File: config.mk
export PLATFORM = sky130hd
export DESIGN_NAME = amo_unit
export DESIGN_NICKNAME = d
export VERILOG_FILES = /design/src/rtl/amo_unit.sv
export SDC_FILE = /design/constraint.sdc
export NUM_CORES = 1
export LEC_CHECK = 0
export BUFFER_PORTS_ARGS = -buffer_cell sky130_fd_sc_hd__buf_2
export CAP_MARGIN = 30
export CORE_MARGIN = 4
export CORE_UTILIZATION = 45
export CTS_CLUSTER_DIAMETER = 30
export DETAILED_ROUTE_END_ITERATION = 12
export PLACE_DENSITY = 0.66
export SYNTH_ARGS = -nofsm -noshare
export SYNTH_HDL_FRONTEND = slang
export SYNTH_SLANG_ARGS = --single-unit
File: constraint.sdc
create_clock -name clk -period 19.7 [get_ports clk]
set_input_delay 5.91 -clock clk [delete_from_list [all_inputs] [get_ports clk]]
set_output_delay 5.91 -clock clk [all_outputs]
set_load 0.02 [all_outputs]
File: src/rtl/amo_unit.sv
// amo_unit: RV32A atomic executor running read / combine / write-back as one locked sequence.
// Define AMO_LRSC_EN to build the LR/SC reservation; without it LR is a plain read and SC always fails.
`ifndef XLEN
`define XLEN 32
`endif

module amo_unit #(
    parameter int XLEN     = `XLEN,
    parameter int RSV_GRAN = 2
) (
    input  logic            clk,
    input  logic            rst,
    input  logic            i_req,
    input  logic [4:0]      i_op,
    input  logic [XLEN-1:0] i_addr,
    input  logic [XLEN-1:0] i_data,
    input  logic            i_rsv_clr,
    output logic            o_ack,
    output logic [XLEN-1:0] o_rdata,
    output logic            o_mem_req,
    output logic            o_mem_we,
    output logic [XLEN-1:0] o_mem_addr,
    output logic [XLEN-1:0] o_mem_wdata,
    input  logic            i_mem_ack,
    input  logic [XLEN-1:0] i_mem_rdata
);
    localparam logic [4:0] OP_ADD  = 5'b00000;
    localparam logic [4:0] OP_SWAP = 5'b00001;
    localparam logic [4:0] OP_LR   = 5'b00010;
    localparam logic [4:0] OP_SC   = 5'b00011;
    localparam logic [4:0] OP_XOR  = 5'b00100;
    localparam logic [4:0] OP_OR   = 5'b01000;
    localparam logic [4:0] OP_AND  = 5'b01100;
    localparam logic [4:0] OP_MIN  = 5'b10000;
    localparam logic [4:0] OP_MAX  = 5'b10100;
    localparam logic [4:0] OP_MINU = 5'b11000;
    localparam logic [4:0] OP_MAXU = 5'b11100;

    typedef enum logic [2:0] {IDLE, READ, CALC, WRITE, RESP} state_t;

    state_t          state, state_nxt;
    logic [4:0]      op, op_nxt;
    logic [XLEN-1:0] addr, addr_nxt, data, data_nxt, old, old_nxt, rsp, rsp_nxt;
    logic [XLEN-1:0] new_val, aligned_addr;
    logic [XLEN-1:0] rdata_nxt, mem_addr_nxt, mem_wdata_nxt;
    logic            ack_nxt, mem_req_nxt, mem_we_nxt;
    logic            start, sc_ok;

    // The ack cycle is spent in IDLE while the core still holds i_req, so it must not start a new op.
    assign start        = (state == IDLE) && i_req && !o_ack;
    assign aligned_addr = {i_addr[XLEN-1:2], 2'b00};

`ifdef AMO_LRSC_EN
    logic                   rsv_valid, rsv_valid_nxt;
    logic [XLEN-1:RSV_GRAN] rsv_gran, rsv_gran_nxt;
    logic                   unused_bits;

    assign sc_ok       = rsv_valid && (rsv_gran == i_addr[XLEN-1:RSV_GRAN]);
    assign unused_bits = ^i_addr[1:0];

    // External invalidate is applied last so it beats an LR setting the reservation.
    always_comb begin
        rsv_valid_nxt = rsv_valid;
        rsv_gran_nxt  = rsv_gran;
        if (start && i_op == OP_SC)
            rsv_valid_nxt = 1'b0;
        if (state == READ && i_mem_ack && op == OP_LR) begin
            rsv_valid_nxt = 1'b1;
            rsv_gran_nxt  = addr[XLEN-1:RSV_GRAN];
        end
        if (state == WRITE && i_mem_ack && op != OP_SC && rsv_gran == addr[XLEN-1:RSV_GRAN])
            rsv_valid_nxt = 1'b0;
        if (i_rsv_clr)
            rsv_valid_nxt = 1'b0;
    end

    always_ff @(posedge clk or posedge rst) begin
        if (rst) begin
            rsv_valid <= 1'b0;
            rsv_gran  <= '0;
        end else begin
            rsv_valid <= rsv_valid_nxt;
            rsv_gran  <= rsv_gran_nxt;
        end
    end
`else
    logic unused_bits;

    assign sc_ok       = 1'b0;
    assign unused_bits = ^{i_rsv_clr, i_addr[RSV_GRAN-1:0]};
`endif

    always_comb begin
        case (op)
            OP_ADD:  new_val = data + old;
            OP_SWAP: new_val = data;
            OP_XOR:  new_val = data ^ old;
            OP_OR:   new_val = data | old;
            OP_AND:  new_val = data & old;
            OP_MIN:  new_val = ($signed(data) < $signed(old)) ? data : old;
            OP_MAX:  new_val = ($signed(data) > $signed(old)) ? data : old;
            OP_MINU: new_val = (data < old) ? data : old;
            OP_MAXU: new_val = (data > old) ? data : old;
            default: new_val = data;
        endcase
    end

    always_comb begin
        state_nxt     = state;
        op_nxt        = op;
        addr_nxt      = addr;
        data_nxt      = data;
        old_nxt       = old;
        rsp_nxt       = rsp;
        ack_nxt       = 1'b0;
        rdata_nxt     = o_rdata;
        mem_req_nxt   = o_mem_req;
        mem_we_nxt    = o_mem_we;
        mem_addr_nxt  = o_mem_addr;
        mem_wdata_nxt = o_mem_wdata;
        case (state)
            IDLE: begin
                if (start) begin
                    op_nxt   = i_op;
                    addr_nxt = aligned_addr;
                    data_nxt = i_data;
                    if (i_op == OP_SC && !sc_ok) begin
                        rsp_nxt   = {{(XLEN-1){1'b0}}, 1'b1};
                        state_nxt = RESP;
                    end else begin
                        mem_req_nxt  = 1'b1;
                        mem_we_nxt   = 1'b0;
                        mem_addr_nxt = aligned_addr;
                        state_nxt    = READ;
                    end
                end
            end
            READ: begin
                if (i_mem_ack) begin
                    old_nxt     = i_mem_rdata;
                    rsp_nxt     = (op == OP_SC) ? '0 : i_mem_rdata;
                    mem_req_nxt = 1'b0;
                    state_nxt   = (op == OP_LR) ? RESP : CALC;
                end
            end
            CALC: begin
                mem_req_nxt   = 1'b1;
                mem_we_nxt    = 1'b1;
                mem_wdata_nxt = new_val;
                state_nxt     = WRITE;
            end
            WRITE: begin
                if (i_mem_ack) begin
                    mem_req_nxt = 1'b0;
                    mem_we_nxt  = 1'b0;
                    state_nxt   = RESP;
                end
            end
            RESP: begin
                ack_nxt   = 1'b1;
                rdata_nxt = rsp;
                state_nxt = IDLE;
            end
            default: state_nxt = IDLE;
        endcase
    end

    always_ff @(posedge clk or posedge rst) begin
        if (rst) begin
            state       <= IDLE;
            op          <= '0;
            addr        <= '0;
            data        <= '0;
            old         <= '0;
            rsp         <= '0;
            o_ack       <= 1'b0;
            o_rdata     <= '0;
            o_mem_req   <= 1'b0;
            o_mem_we    <= 1'b0;
            o_mem_addr  <= '0;
            o_mem_wdata <= '0;
        end else begin
            state       <= state_nxt;
            op          <= op_nxt;
            addr        <= addr_nxt;
            data        <= data_nxt;
            old         <= old_nxt;
            rsp         <= rsp_nxt;
            o_ack       <= ack_nxt;
            o_rdata     <= rdata_nxt;
            o_mem_req   <= mem_req_nxt;
            o_mem_we    <= mem_we_nxt;
            o_mem_addr  <= mem_addr_nxt;
            o_mem_wdata <= mem_wdata_nxt;
        end
    end

endmodule

=== Yosys cells after proc, flatten, opt, wreduce, memory -nomap -nowiden ===
Index checks and enable logic that the tools add are counted.

* Input bits: 106
* Output and inout bits: 99
* Register bits after elaboration: 201
* Memory bits (writable): 0
* Memories kept: 0
* Latch bits: 0
* Bits in read-only memories: 0
* Word-level logic and storage cells: 80

* Shifts and indexed selects: 0
* $mul: 0
* Div/mod/pow operators: 0
* Magnitude comparators: 4
* Muxes and demuxes: 24
* Equal/unequal tests: 20
* Bitwise logic cells: 4
* Reductions and logical operators: 16
* Add/sub/neg operators: 1

{| class="wikitable"
|+ Operator list
! operator !! number
|-
| 32-bit 2-to-1 mux || 8
|-
| 32-bit case mux with 8 select lines || 1
|-
| 32-bit greater-than comparator || 2
|-
| 32-bit < comparator || 2
|-
| 32-bit case mux with 2 select lines || 1
|-
| 32-bit adder || 1
|-
| 32-bit bitwise AND || 1
|-
| 32-bit bitwise OR || 1
|-
| 32-bit bitwise XOR || 1
|-
| 5-bit equality test, second input constant || 4
|-
| 5-bit by 2-bit equality test with 1-bit output, second input constant || 3
|-
| 3-bit 2-to-1 mux || 5
|-
| 3-bit case mux with 4 select lines || 1
|-
| 4-bit AND reduction || 3
|-
| 5-bit by 4-bit equality test with 1-bit output, second input constant || 2
|-
| 2-bit != test, second input constant || 4
|-
| 3-bit by 2-bit equality test with 1-bit output, second input constant || 2
|-
| 1-bit 2-to-1 mux || 6
|-
| 1-bit case mux with 3 select lines || 2
|-
| 3-bit AND reduction || 2
|-
| 3-bit nonzero test || 2
|-
| 5-bit by 3-bit equality test with 1-bit output, second input constant || 1
|-
| 5-bit logical NOT || 1
|-
| 2-bit by 1-bit != test with 1-bit output, second input constant || 2
|-
| 9 further kinds || 11
|}

=== Depth between registers and ports, before layout ===
Gate-level depths: netlist of the first run.

* Depth after elaboration: 5
* Mapped depth: 14
* Depth with buffers taken out: 12

=== Worst setup path before layout of the first run ===
Ideal clock, no wire load.

* Path kind: in2reg
* Start: input i_req
* End: register o_mem_addr[10]
* Data required time: 19.575 ns
* Buffers on the path: 1
* Arrival time: 7.393 ns
* Path slack: 12.182 ns
* Stages on the path: 5
* Library setup time: 0.125 ns
* Cell sequence: nand2b_1 -> nor4_1 -> nand2_1 -> clkbuf_1 -> mux2_2

* Longest elaborated chain between the ends: 3

{| class="wikitable"
|+ Ends and longest elaborated chain
! what !! RTL line !! source
|-
| from (decl) || 13 || <nowiki>input logic i_req,</nowiki>
|-
| 1-bit logical AND (2 in series) || 50 || <nowiki>assign start = (state == IDLE) && i_req && !o_ack;</nowiki>
|-
| 3-bit AND reduction (no line) || -- ||
|-
| to (signal assigned) || 193 || <nowiki>o_mem_addr <= mem_addr_nxt;</nowiki>
|-
| to (decl) || 22 || <nowiki>output logic [XLEN-1:0] o_mem_addr,</nowiki>
|}

Every way passes these cells.
A chain may end at the register's enable or synchronous reset.

=== Worst setup path in the final report of the first run ===
* Start: input i_req
* End: register o_mem_addr[6]

Same word-level chain as after synthesis.

==> out/qor.txt, run 1 <==
status -> finished clean
Nets -> 1746
Post-synth top flop -> sky130_fd_sc_hd__dfrtp_1
# port buffers -> 199
netlist area before placement -> 12440 sq um
count of unresolved DRC violations after routing -> 0
estimated wirelength of the detail-placed design -> 26.47 mm
largest fanout of any net on the critical path -> 72
buffer levels on the longest clock path -> 3
antenna-violating nets left -> 0
number of failing hold endpoints at the final stage -> 0
post-cts hold buffer count -> 0
post-layout minimum cycle time -> 7737 ps
post-route cell area -> 15560 sq um
max-cap viol count -> 0
Worst setup SP type -> input pin
buffer count from post-CTS setup fixing -> 0
number of global-route vias before repair -> 11210
remaining global-route overflow -> 0
least setup slack across all paths after layout -> 11960 ps
initial antenna violation count -> 3
Boundary Pins -> 205
Pleak -> 7.365 nW
HP Class -> flop to flop
data arrival time at the worst-slack endpoint -> 8160 ps
wirelength, routed -> 38.33 mm
vias after detailed routing -> 11230
# clock sinks -> 201
total clock buffers created by CTS -> 52
cell count of the worst reg-to-reg path -> 10
Die Height -> 174.2 microns
deepest level of the CTS H-tree -> 2
category of the worst setup path capture point -> flop
clock-pin slew reported for the worst setup and hold paths after clock tree synthesis -> 50 ps
largest vdd supply drop -> 0.1071 mV
worst path required time -> 20130 ps
sequential cell area fraction in the yosys report -> 0.4045
post-detailed-route via-to-cell ratio -> 5.735
crit share post-route -> 0.3928
hold path startpoint -> rsp[29]
pwr/cell area -> 214.9 nW/um^2
wire length of the first global-routing pass -> 61.76 mm
ratio of cells with drive above 1 in the final layout -> 0.2555
First DRT Iteration DRCs -> 957
Setup violations, final -> 0
first-pass iteration count of the detailed router -> 6
overall die width -> 174.2 microns
unrepaired setup endpoints after global routing -> no
CTS tree -> done
r2r setup slk -> 15390 ps
number of pins exceeding their max-slew limit in the final report -> 0
growth of design area from synthesis to finish -> 25.16%
clock insertion delay at the later pin of the skew report -> 560 ps
library cells used by synthesis -> 76
wire per inst -> 19.57 microns
final clock skew -> 25.84 ps
R2R Path Start -> data[31]
floorplan die area -> 30360 sq um
end point of the worst hold path -> rsp[29]
sum of negative setup slack -> 0 ps
fraction of synthesis flops using an asynchronous set or reset pin -> 1.000
Clk Tree Root Cell -> sky130_fd_sc_hd__clkbuf_16
number of enable-type register cells in the synthesized netlist -> 0
Worst Setup Path Type -> input pin to flop
largest net degree at the start of global routing -> 87
post-CTS resize count -> 0
filler cell count in the final layout -> 2378
synthesized flop and latch total -> 201
floorplan row count -> 60
hold path depth -> 2
worst hold margin -> 458.6 ps
cell count after synthesis -> 1366
Placement Cell Area -> 13680 sq um
mean instance size in the synthesized netlist -> 9.104 sq um
worst flop-to-flop path endpoint -> o_mem_wdata[16]
actual transition at the worst max-transition pin -> 972.8 ps
routability congestion estimate -> 0.9494
Worst Setup Slack post-DPL -> 11370 ps
Synth warnings -> 0
effective utilization at floorplan -> 0.4589
maximum frequency from static timing analysis -> 0.1292 GHz
Std-Cell Core Area -> 27100 sq um
total routing resource utilization after global routing -> 0.2484
headroom to the max-slew limit -> 0.3515
==> worst max-delay path, cell delays in order <==
cell                       delay (ps)
sky130_fd_sc_hd__buf_2             70
sky130_fd_sc_hd__nand2b_1         120
sky130_fd_sc_hd__nor4_2           170
sky130_fd_sc_hd__buf_4            610
sky130_fd_sc_hd__nand2_1          640
sky130_fd_sc_hd__buf_16           350
sky130_fd_sc_hd__mux2_2           280
==> per-stage QoR <==
| step | util | instances | power, mW |
|---|---|---|---|
| 2_1_floorplan | - | 1367 | 1.964 |
| 3_3_place_gp | 0.5033 | 1859 | 2.382 |
| 3_5_place_dp | 0.5047 | 1861 | 2.416 |
| 4_1_cts | 0.5741 | 1957 | 3.341 |
| 5_1_grt | 0.5743 | 1959 | 3.571 |
| 6_report | 0.5743 | 1959 | 3.345 |
==> cells in the mapped netlist (7+ instances only) <==
cell	n	area, sq um
sky130_fd_sc_hd__nor3_1	22	110.1
sky130_fd_sc_hd__xnor2_1	16	140.1
sky130_fd_sc_hd__a31oi_1	12	75.07
sky130_fd_sc_hd__a211oi_1	14	105.1
sky130_fd_sc_hd__o21bai_1	7	52.55
sky130_fd_sc_hd__and2_1	8	50.05
sky130_fd_sc_hd__a21oi_1	68	340.3
sky130_fd_sc_hd__ha_1	96	1201
sky130_fd_sc_hd__o21ai_0	147	735.7
sky130_fd_sc_hd__clkbuf_1	65	244.0
sky130_fd_sc_hd__mux2i_1	7	70.07
sky130_fd_sc_hd__buf_2	12	60.06
sky130_fd_sc_hd__nand3_1	59	295.3
sky130_fd_sc_hd__dfrtp_1	201	5030
sky130_fd_sc_hd__nor2_1	77	289.0
sky130_fd_sc_hd__inv_1	80	300.3
sky130_fd_sc_hd__nor2b_1	13	81.33
sky130_fd_sc_hd__nand2_1	176	660.6
sky130_fd_sc_hd__mux2_2	65	732.0
sky130_fd_sc_hd__buf_4	7	52.55
sky130_fd_sc_hd__o211ai_1	9	67.56
sky130_fd_sc_hd__and3_1	9	56.30
sky130_fd_sc_hd__a21o_1	18	135.1
sky130_fd_sc_hd__or3_1	7	43.79
sky130_fd_sc_hd__a221oi_1	38	332.8
sky130_fd_sc_hd__o22ai_1	14	87.58
==> where the power goes <==
| part | switching (mW) | total, mW | internal [mW] |
|---|---|---|---|
| combinational | 1.08 | 1.68 | 0.599 |
| clock | 0.277 | 0.902 | 0.625 |
| sequential | 0.160 | 0.765 | 0.605 |
| total | 1.52 | 3.35 | 1.83 |
==> flip-flops by register name, summed over array words and instances (netlist names) <==
signal / cells
data: 32
o_ack: 1
o_mem_addr: 30
o_mem_req: 1
o_mem_wdata: 32
o_mem_we: 1
o_rdata: 32
old: 32
op: 5
rsp: 32
state: 3
==> routing by layer <==
| metal | routed length [microns] | vias up | global-route usage |
|---|---|---|---|
| li1 | - | 5236 | - |
| met1 | 16860 | 5411 | 0.3505 |
| met2 | 17010 | 508 | 0.3762 |
| met3 | 3365 | 77 | 0.05829 |
| met4 | 1089 | 2 | 0.08578 |
| met5 | 7 | - | 0 |
==> worst max path at each step <==
stage,startpoint,to,cells after the start
CTS,i_req,o_mem_addr[6],7
global placement,i_req,o_mem_addr[23],6
global route,i_req,o_mem_addr[6],7
floorplan,rst,data[0],1
detailed placement,i_req,o_mem_addr[26],7
finish,i_req,o_mem_addr[6],7
==> cell type report <==
cell class / instances / area, sq um / share of cell area
Antenna cell: 2 / 5.005 / 0.0003215
Clock inverter: 34 / 493.0 / 0.03167
Inverter: 82 / 315.3 / 0.02026
Sequential cell: 201 / 5030 / 0.3232
Tap cell: 372 / 465.4 / 0.02990
Multi-Input combinational cell: 990 / 6720 / 0.4318
Timing Repair Buffer: 216 / 1147 / 0.07371
Clock buffer: 62 / 1389 / 0.08923
==> layout by cell type (no fill, tap or decap), types with 59 or more instances in the layout <==
cell type / Yosys / layout
sky130_fd_sc_hd__dfrtp_1: 201 / 201
sky130_fd_sc_hd__buf_2: 12 / 199
sky130_fd_sc_hd__nand2_1: 176 / 176
sky130_fd_sc_hd__o21ai_0: 147 / 147
sky130_fd_sc_hd__ha_1: 96 / 96
sky130_fd_sc_hd__inv_1: 80 / 79
sky130_fd_sc_hd__nor2_1: 77 / 76
sky130_fd_sc_hd__a21oi_1: 68 / 68
sky130_fd_sc_hd__mux2_2: 65 / 65
sky130_fd_sc_hd__nand3_1: 59 / 59
==> logic make-up after synthesis <==
| group | count (synthesis) | synth area share |
|---|---|---|
| and+or+nand+nor | 412 | 0.1571 |
| AOI/OAI and AO/OA | 387 | 0.2035 |
| DFF | 201 | 0.4045 |
| buffers and inverters | 176 | 0.05785 |
| adders and majority gates | 97 | 0.09820 |
| muxes | 72 | 0.06449 |
| xor gates and xnor gates | 20 | 0.01409 |
| other | 1 | 0.0003016 |
(Power assumes the default switching activity.)
==> run 2, diff against run 1 <==
PLACE_DENSITY = 0.69   (was 0.66)
clock period = 6.8 ns   (was 19.7 ns; I/O delays follow)
==> run 2 against run 1 <==
  * Clock power rose to 2.8 times the previous value
  * Global-route usage up 0.16 points
  * Total power rose to 2.9 times the previous value
  * Core utilization down 0.43 points
  * Critical path depth up 3
  * Critical endpoint is now o_mem_wdata[25]
  * Non-clock buffer count unchanged
  * Sequential share of layout area up 0.24 points
  * Clock skew down 2.4 ps
  * Wire length up 1.0%
  * First-iteration DRC count up 1.9%
  * Worst setup slack worse by 9300 ps
==> out/qor.txt, run 2 (synthesized netlist as in run 1, its figures left out) <==
status -> finished clean
antenna cells -> 0
worst path required time -> 7220 ps
clock-pin slew reported for the worst setup and hold paths after clock tree synthesis -> 50 ps
HP Class -> flop to flop
post-layout minimum cycle time -> 4178 ps
estimated wirelength of the detail-placed design -> 26.60 mm
R2R Path Start -> old[31]
post-cts hold buffer count -> 0
sum of negative setup slack -> 0 ps
initial antenna violation count -> 2
antenna-violating nets left -> 0
Nets -> 1743
vias after detailed routing -> 11210
data arrival time at the worst-slack endpoint -> 4600 ps
worst-path cell chain -> inv_1 > ha_1 > nor4_4 > a21boi_1 > or4_1 > nand2_1 > o211ai_4 > o21bai_4 > a221oi_1 > a221oi_1
CTS tree -> done
category of the worst setup path capture point -> flop
Worst setup SP type -> flop
delay of the slowest cell on the worst path -> 830 ps
post-CTS resize count -> 0
Pleak -> 7.313 nW
crit share post-route -> 0.6143
First DRT Iteration DRCs -> 975
worst flop-to-flop path endpoint -> o_mem_wdata[25]
unrepaired setup endpoints after global routing -> no
hold path depth -> 2
wire per inst -> 19.84 microns
ratio of cells with drive above 1 in the final layout -> 0.2532
floorplan die area -> 30360 sq um
r2r setup slk -> 2620 ps
clock insertion delay at the later pin of the skew report -> 540 ps
Clk Tree Root Cell -> sky130_fd_sc_hd__clkbuf_16
maximum frequency from static timing analysis -> 0.2394 GHz
Worst Setup Path Type -> flop to flop
number of failing hold endpoints at the final stage -> 0
buffer count from post-CTS setup fixing -> 0
first-pass iteration count of the detailed router -> 5
growth of design area from synthesis to finish -> 24.23%
wirelength, routed -> 38.73 mm
largest fanout of any net on the critical path -> 25
worst-path cell with the longest stage delay -> sky130_fd_sc_hd__ha_1
Setup violations, final -> 0
deepest level of the CTS H-tree -> 2
Std-Cell Core Area -> 27100 sq um
total routing resource utilization after global routing -> 0.2500
largest net degree at the start of global routing -> 114
# clock sinks -> 201
most frequent cells in the layout -> sky130_fd_sc_hd__dfrtp_1 (201), sky130_fd_sc_hd__buf_2 (199), sky130_fd_sc_hd__nand2_1 (176)
actual transition at the worst max-transition pin -> 921.0 ps
buffer levels on the longest clock path -> 3
largest vdd supply drop -> 0.3536 mV
total power of the final layout -> 9.583 mW
total clock buffers created by CTS -> 49
pwr/cell area -> 620.3 nW/um^2
wire length of the first global-routing pass -> 61.96 mm
cell count of the worst reg-to-reg path -> 10
Die Height -> 174.2 microns
worst hold margin -> 462.1 ps
remaining global-route overflow -> 0
Boundary Pins -> 205
effective utilization at floorplan -> 0.4589
utilization after layout -> 0.5700
max-cap viol count -> 0
Placement Cell Area -> 13680 sq um
number of pins exceeding their max-slew limit in the final report -> 0
post-route cell area -> 15450 sq um
final clock skew -> 23.46 ps
overall die width -> 174.2 microns
# port buffers -> 199
most common library cell in the layout ignoring fill and taps -> sky130_fd_sc_hd__dfrtp_1
post-detailed-route via-to-cell ratio -> 5.745
number of global-route vias before repair -> 11380
hold path startpoint -> rsp[29]
floorplan row count -> 60
end point of the worst hold path -> rsp[29]
most used cell, CP -> sky130_fd_sc_hd__a221oi_1
count of unresolved DRC violations after routing -> 0
routability congestion estimate -> 0.9163
headroom to the max-slew limit -> 0.3843
-- run 2: cell type report --
class / count / area, sq um
fillers: 2404 / 11650
repair buffers: 216 / 1156
well taps: 372 / 465.4
clock buffers: 59 / 1314
multi-input cells: 990 / 6720
inverters: 82 / 311.5
clock inverters: 32 / 451.7
flip-flops and latches: 201 / 5030
-- run 2: worst max-delay path by stage --
stage	start	end	cells past startpoint
2_1_floorplan	rst	data[0]	1
3_3_place_gp	i_req	o_mem_addr[29]	6
3_5_place_dp	i_req	o_mem_addr[12]	7
4_1_cts	old[31]	o_mem_wdata[25]	10
5_1_grt	data[31]	o_mem_wdata[25]	11
6_report	old[31]	o_mem_wdata[25]	10
-- run 2: layer usage --
| metal | vias up | part of all wire | global-route usage |
|---|---|---|---|
| li1 | 5199 | - | - |
| met1 | 5341 | 0.42 | 0.3338 |
| met2 | 569 | 0.45 | 0.3903 |
| met3 | 101 | 0.10 | 0.07351 |
| met4 | 4 | 0.033 | 0.08578 |
| met5 | - | 0.00054 | 0 |
-- run 2: where the power goes --
group / switching (mW) / internal (mW)
clock: 0.735 / 1.75
sequential: 0.473 / 1.75
combinational: 3.14 / 1.73
total: 4.35 / 5.23
-- run 2: critical path, delay by kind of cell, from the launching register on --
kind / cells / cell delay (ps)
buf+inv: 1 / 90
fa+ha+maj: 1 / 830
compound gates: 5 / 1720
simple gates: 3 / 1010
flops: 1 / 400
-- run 2: through the flow --
step,cells,setup WS [ps]
floorplan,1367,2158
global placement,1859,2120
detailed placement,1861,2318
CTS,1952,2685
global route,1952,2394
finish,1952,2622
